<file path="src/rtl/voice_allocator.sv">
// Polyphonic voice scheduler: scans the voice table once per note event,
// then issues a start/stop command (free voice first, oldest voice stolen).
module voice_allocator #(
  parameter int NUM_VOICES = 8,
  parameter int TUNING_W   = 32,
  parameter int AGE_W      = 4
) (
  input  logic                  i_clk,
  input  logic                  i_reset,
  input  logic                  i_note_valid,
  output logic                  o_note_ready,
  input  logic                  i_note_on,
  input  logic [6:0]            i_note_num,
  input  logic [6:0]            i_velocity,
  input  logic [TUNING_W-1:0]   i_tuning_code,
  output logic                  o_voice_flag,
  output logic [7:0]            o_voice_index,
  output logic                  o_voice_note_status,
  output logic [TUNING_W-1:0]   o_voice_tuning_code,
  output logic [6:0]            o_voice_velocity,
  output logic                  o_steal,
  output logic [NUM_VOICES-1:0] o_active_mask
);

  localparam int IW = (NUM_VOICES > 1) ? $clog2(NUM_VOICES) : 1;
  localparam logic [AGE_W-1:0] AGE_MAX = '1;
  localparam logic [IW-1:0] LAST_IDX = IW'(NUM_VOICES - 1);

  typedef enum logic [1:0] {S_IDLE, S_SCAN, S_ISSUE} state_t;
  typedef enum logic [1:0] {OP_NONE, OP_RETRIG, OP_ALLOC, OP_OFF} op_t;

  state_t state_q, state_d;
  op_t    op_q, op_d;

  logic                ev_on_q, ev_on_d;
  logic [6:0]          ev_note_q, ev_note_d;
  logic [6:0]          ev_vel_q, ev_vel_d;
  logic [TUNING_W-1:0] ev_tune_q, ev_tune_d;

  logic [IW-1:0]    scan_idx_q, scan_idx_d;
  logic             has_free_q, has_free_d;
  logic [IW-1:0]    free_idx_q, free_idx_d;
  logic             has_match_q, has_match_d;
  logic [IW-1:0]    match_idx_q, match_idx_d;
  logic             has_old_q, has_old_d;
  logic [IW-1:0]    old_idx_q, old_idx_d;
  logic [AGE_W-1:0] old_age_q, old_age_d;
  logic [IW-1:0]    tgt_q, tgt_d;

  logic                flag_q, flag_d;
  logic                steal_q, steal_d;
  logic [7:0]          vidx_q, vidx_d;
  logic                vstat_q, vstat_d;
  logic [TUNING_W-1:0] vtune_q, vtune_d;
  logic [6:0]          vvel_q, vvel_d;

  logic [NUM_VOICES-1:0] active_q, active_d;
  logic [6:0]            note_q [NUM_VOICES];
  logic [6:0]            note_d [NUM_VOICES];
  logic [AGE_W-1:0]      age_q [NUM_VOICES];
  logic [AGE_W-1:0]      age_d [NUM_VOICES];

  logic scan_last;
  logic cur_act;

  assign scan_last = (scan_idx_q == LAST_IDX);

  always_ff @(posedge i_clk) begin
    if (i_reset) begin
      state_q <= S_IDLE;
    end else begin
      state_q <= state_d;
    end
  end

  always_comb begin
    state_d = state_q;
    case (state_q)
      S_IDLE:  if (i_note_valid) state_d = S_SCAN;
      S_SCAN:  if (scan_last) state_d = S_ISSUE;
      S_ISSUE: state_d = S_IDLE;
      default: state_d = S_IDLE;
    endcase
  end

  always_comb begin
    o_note_ready = (state_q == S_IDLE);
  end

  always_comb begin
    ev_on_d     = ev_on_q;
    ev_note_d   = ev_note_q;
    ev_vel_d    = ev_vel_q;
    ev_tune_d   = ev_tune_q;
    scan_idx_d  = scan_idx_q;
    has_free_d  = has_free_q;
    free_idx_d  = free_idx_q;
    has_match_d = has_match_q;
    match_idx_d = match_idx_q;
    has_old_d   = has_old_q;
    old_idx_d   = old_idx_q;
    old_age_d   = old_age_q;
    op_d        = op_q;
    tgt_d       = tgt_q;
    flag_d      = 1'b0;
    steal_d     = 1'b0;
    vidx_d      = vidx_q;
    vstat_d     = vstat_q;
    vtune_d     = vtune_q;
    vvel_d      = vvel_q;
    active_d    = active_q;
    note_d      = note_q;
    age_d       = age_q;
    cur_act     = 1'b0;
    case (state_q)
      S_IDLE: begin
        if (i_note_valid) begin
          ev_on_d     = i_note_on;
          ev_note_d   = i_note_num;
          ev_vel_d    = i_velocity;
          ev_tune_d   = i_tuning_code;
          scan_idx_d  = '0;
          has_free_d  = 1'b0;
          has_match_d = 1'b0;
          has_old_d   = 1'b0;
        end
      end
      S_SCAN: begin
        cur_act = active_q[scan_idx_q];
        if (!cur_act && !has_free_q) begin
          has_free_d = 1'b1;
          free_idx_d = scan_idx_q;
        end
        if (cur_act && !has_match_q &&
            note_q[scan_idx_q] == ev_note_q) begin
          has_match_d = 1'b1;
          match_idx_d = scan_idx_q;
        end
        // Strict compare keeps the lowest index on equal ages.
        if (cur_act && (!has_old_q ||
            age_q[scan_idx_q] > old_age_q)) begin
          has_old_d = 1'b1;
          old_idx_d = scan_idx_q;
          old_age_d = age_q[scan_idx_q];
        end
        scan_idx_d = scan_idx_q + IW'(1);
        if (scan_last) begin
          op_d = OP_NONE;
          if (ev_on_q && ev_vel_q != '0) begin
            flag_d  = 1'b1;
            vstat_d = 1'b1;
            if (has_match_d) begin
              op_d  = OP_RETRIG;
              tgt_d = match_idx_d;
            end else if (has_free_d) begin
              op_d  = OP_ALLOC;
              tgt_d = free_idx_d;
            end else begin
              op_d    = OP_ALLOC;
              tgt_d   = old_idx_d;
              steal_d = 1'b1;
            end
          end else if (has_match_d) begin
            op_d    = OP_OFF;
            tgt_d   = match_idx_d;
            flag_d  = 1'b1;
            vstat_d = 1'b0;
          end
          if (flag_d) begin
            vidx_d = '0;
            vidx_d[IW-1:0] = tgt_d;
            vtune_d = ev_tune_q;
            vvel_d  = ev_vel_q;
          end
        end
      end
      S_ISSUE: begin
        case (op_q)
          OP_RETRIG: age_d[tgt_q] = '0;
          OP_ALLOC: begin
            for (int v = 0; v < NUM_VOICES; v++) begin
              if (active_q[v] && IW'(v) != tgt_q &&
                  age_q[v] != AGE_MAX) begin
                age_d[v] = age_q[v] + AGE_W'(1);
              end
            end
            active_d[tgt_q] = 1'b1;
            note_d[tgt_q]   = ev_note_q;
            age_d[tgt_q]    = '0;
          end
          OP_OFF: begin
            active_d[tgt_q] = 1'b0;
            age_d[tgt_q]    = '0;
          end
          default: ;
        endcase
      end
      default: ;
    endcase
  end

  always_ff @(posedge i_clk) begin
    if (i_reset) begin
      ev_on_q     <= 1'b0;
      ev_note_q   <= '0;
      ev_vel_q    <= '0;
      ev_tune_q   <= '0;
      scan_idx_q  <= '0;
      has_free_q  <= 1'b0;
      free_idx_q  <= '0;
      has_match_q <= 1'b0;
      match_idx_q <= '0;
      has_old_q   <= 1'b0;
      old_idx_q   <= '0;
      old_age_q   <= '0;
      op_q        <= OP_NONE;
      tgt_q       <= '0;
      flag_q      <= 1'b0;
      steal_q     <= 1'b0;
      vidx_q      <= '0;
      vstat_q     <= 1'b0;
      vtune_q     <= '0;
      vvel_q      <= '0;
      active_q    <= '0;
      for (int v = 0; v < NUM_VOICES; v++) begin
        note_q[v] <= '0;
        age_q[v]  <= '0;
      end
    end else begin
      ev_on_q     <= ev_on_d;
      ev_note_q   <= ev_note_d;
      ev_vel_q    <= ev_vel_d;
      ev_tune_q   <= ev_tune_d;
      scan_idx_q  <= scan_idx_d;
      has_free_q  <= has_free_d;
      free_idx_q  <= free_idx_d;
      has_match_q <= has_match_d;
      match_idx_q <= match_idx_d;
      has_old_q   <= has_old_d;
      old_idx_q   <= old_idx_d;
      old_age_q   <= old_age_d;
      op_q        <= op_d;
      tgt_q       <= tgt_d;
      flag_q      <= flag_d;
      steal_q     <= steal_d;
      vidx_q      <= vidx_d;
      vstat_q     <= vstat_d;
      vtune_q     <= vtune_d;
      vvel_q      <= vvel_d;
      active_q    <= active_d;
      note_q      <= note_d;
      age_q       <= age_d;
    end
  end

  assign o_voice_flag        = flag_q;
  assign o_steal             = steal_q;
  assign o_voice_index       = vidx_q;
  assign o_voice_note_status = vstat_q;
  assign o_voice_tuning_code = vtune_q;
  assign o_voice_velocity    = vvel_q;
  assign o_active_mask       = active_q;

endmodule

</file>
<file path="config.mk">
export PLATFORM = sky130hd
export DESIGN_NAME = voice_allocator
export DESIGN_NICKNAME = d
export VERILOG_FILES = /design/src/rtl/voice_allocator.sv
export SDC_FILE = /design/constraint.sdc
export NUM_CORES = 1
export LEC_CHECK = 0
export CORE_MARGIN = 1
export CORE_UTILIZATION = 45
export DETAILED_ROUTE_END_ITERATION = 7
export GPL_TIMING_DRIVEN = 0
export PLACE_DENSITY = 0.69
export SLEW_MARGIN = 20
export SYNTH_ARGS = -nofsm -noshare
export SYNTH_HDL_FRONTEND = slang
export SYNTH_SLANG_ARGS = --single-unit
</file>
<file path="constraint.sdc">
create_clock -name i_clk -period 5.65 [get_ports i_clk]
set_clock_uncertainty 0.2 [all_clocks]
set_input_delay 1.4125 -clock i_clk [delete_from_list [all_inputs] [get_ports i_clk]]
set_output_delay 1.4125 -clock i_clk [all_outputs]
set_load 0.02 [all_outputs]
</file>
==> results_dict.tcl <==
set metrics [dict create \
    status "completed" \
    syn_area_sq_um 9210 \
    synth.area.top_cells "dfxtp_1, nand2_1, a21oi_1" \
    p_leak_nw 4.01 \
    wl_mm 24.8 \
    yosysTopAreaCell "dfxtp_1" \
    place.gp.congestion 0.865 \
    post_cts.repair.setup_buffers 0 \
    cts_root_buf "clkbuf_16" \
    die_width_um 145 \
    cts_buffers 24 \
    drv_cap 0 \
    grt_pass1_vias 7584 \
    fill_cells 1840 \
    layout_commonest_cell "nand2_1" \
    clock_path_buffers 3 \
    areaGrowthSynthToFinish_pct 23.4 \
    r2r-start "scan_idx_q[1]$_SDFFE_PP0P_" \
    arrival_ns 5.05 \
    num_rows 51 \
    min_period_ns 4.85 \
    multi_input_area_sq_um 4500 \
    nNetsFinal 1263 \
    timing.final.crit_share_pct 85.8 \
    grt_util_met2_pct 38.3 \
    relSlewSlack_pct 26.8 \
    syn_area_per_cell_sq_um 8.64 \
    dp_hpwl_mm 17.6 \
    holdCritPathClass "reg2reg" \
    syn_inst 1066 \
    ys.flop_type "dfxtp_1" \
    cts.clk_slew.worst_paths_ns 0.06 \
    diodes 0 \
    synth-seq-cells 214 \
    cp-start-kind "register" \
    dieArea_sq_um 21000 \
    clk_latency_ns 0.52 \
    final_cell_mix "nand2_1, dfxtp_1, a21oi_1" \
    rsz0062_at_grt "false" \
    worstSetupPathType "reg2reg" \
    setup_viol 0 \
    grt_usage_pct 23.3 \
    grt_max_degree 14 \
    tritoncts "done" \
    worst_pin_slew_ns 1.09 \
    grt-busiest-layer "met2" \
    grt-ovfl-total 0 \
    seqCellArea_sq_um 4280 \
    cp-end-kind "register" \
    fin_area_sq_um 11400 \
    post_drt_wl_per_cell_um 16.8 \
    cp.required_ns 5.85 \
    power.density_nw_per_um2 287 \
    gr-usage-met1_pct 32.5 \
    die_h_um 145 \
    cts_hold_buf 0 \
    worstPathCellList "buf_2 -> buf_2 -> buf_1 -> mux4_2 -> nand2_1 -> nand2_1 -> ha_1 -> a2111oi_0 -> o21ai_0 -> a211o_1 -> a221oi_1 -> nor4_1 -> a311o_1" \
    crit_start "scan_idx_q[1]$_SDFFE_PP0P_" \
    vias_per_cell 5.34 \
    grt_pass1_wl_mm 40.0 \
    grt_antenna_before_repair 0 \
    vias 7906 \
    peakVddDrop_uv 226 \
    drtIter0Drc 554 \
    tns_ns 0 \
    use_met3_pct 2.61 \
    yosys_warnings 0 \
    hold_viol_final 0 \
    cpPeakStageDelay_ns 0.55 \
    slowest_stage "buf_1" \
    cts-resized-gates 0 \
    ant_nets 0 \
    synth-edff-count 0 \
    synthArstFlopShare_pct 0 \
    yosys.area.top_type_share_pct 46.5 \
    netlist-cell-type-count 56 \
    dpl_cell_area_sq_um 10600 \
    coreArea_sq_um 19800 \
    hold_path.startpoint "ev_tune_q[4]$_SDFFE_PP0P_" \
    drv_slew 0 \
    cts.sinks 214 \
    worstPathMaxFanout 10 \
    first_pass_iters 5 \
    max_freq_mhz 206 \
    start_util_pct 46.6 \
    drc_errors 0 \
    htreeDepth 1 \
    io_pins 109 \
    drive_gt1_share_pct 7.24 \
    port_buffers 102 \
    yosysSeqAreaShare_pct 46.5 \
]
[through the flow]
stage | hold WS, ns | worst slack [ns] | total power (W) | utilization [%] | std cells
floorplan | 0.232 | 1.68 | 0.00169 | - | 1070
global placement | 0.238 | 0.929 | 0.00177 | 53.5 | 1437
detailed placement | 0.242 | 0.887 | 0.00177 | 53.5 | 1437
CTS | 0.250 | 0.840 | 0.00328 | 57.5 | 1480
global route | 0.260 | 0.535 | 0.00337 | 57.5 | 1480
finish | 0.246 | 0.802 | 0.00327 | 57.5 | 1480
[cell usage after synthesis, drive strengths merged (3+ instances only)]
library cell    n
mux2            3
o21ai          12
clkbuf         70
nand2b          7
and3            7
a211oi          7
or3             3
ha             15
a31oi           7
nand3          38
nor2           98
xor2           18
dfxtp         214
nor4            5
a21o            7
a311o           4
and2            5
nor3b           8
mux2i          51
nand4           9
nand2         242
a21oi         135
buf            18
inv            13
mux4           23
nor2b           3
xnor2          13
nor3            5
[critical path, delay by kind of cell, from the launching register on]
family,cells,cell delay (ns)
AO/OA/AOI/OAI,5,1.94
AND/OR/NAND/NOR,3,0.28
multiplexers,1,0.45
flip-flops,1,0.33
buffers and inverters,3,1.23
adder cells (fa/ha/maj),1,0.29
[metal layers]
metal	wire, um	vias up
li1	-	3884
met5	0	-
met3	1140	34
met1	11500	3783
met4	481	0
met2	11700	205
[worst paths after layout]
check / end / slack, ns / depth (start not counted)
worst max-delay path: o_voice_index[1]$_SDFFE_PP0P_ / 0.80 / 13
worst min-delay path: o_voice_tuning_code[4]$_SDFFE_PP0P_ / 0.25 / 2
worst max register to register: o_voice_index[1]$_SDFFE_PP0P_ / 0.80 / 13
worst min register to register: o_voice_tuning_code[4]$_SDFFE_PP0P_ / 0.25 / 2
[state kept, by name, summed over array words and instances, names as in the netlist, 4 cells and up, named ones only]
register             flops
ev_tune_q               32
note_q                  56
ev_vel_q                 7
old_age_q                4
o_voice_tuning_code     32
age_q                   32
o_voice_velocity         7
ev_note_q                7
[final cells by class]
class,instances,share of cell area [%]
Sequential cell,214,37.7
Inverter,13,0.429
Multi-Input combinational cell,755,39.6
Clock inverter,11,0.869
Clock buffer,32,5.99
Tap cell,265,2.92
Timing Repair Buffer,102,8.98
Buffer,88,3.53
[cell families (layout without fill, tap and decap cells)]
logic type | count (synthesis) | after routing | synth area share (%)
multiplexers | 77 | 77 | 11.6
XOR/XNOR | 31 | 31 | 2.95
buffers and inverters | 101 | 246 | 4.89
adder cells (fa/ha/maj) | 15 | 15 | 2.04
AND/OR/NAND/NOR | 437 | 437 | 20.1
other | 1 | 5 | 0.0407
flip-flops | 214 | 214 | 46.5
AO/OA/AOI/OAI | 190 | 190 | 11.9
[report_power, final]
group          switching, W  internal [W]
registers         0.0000129       0.00153
clock network      0.000632      0.000893
logic              0.000119     0.0000796
Note: power is estimated with default switching activity, not from simulation.
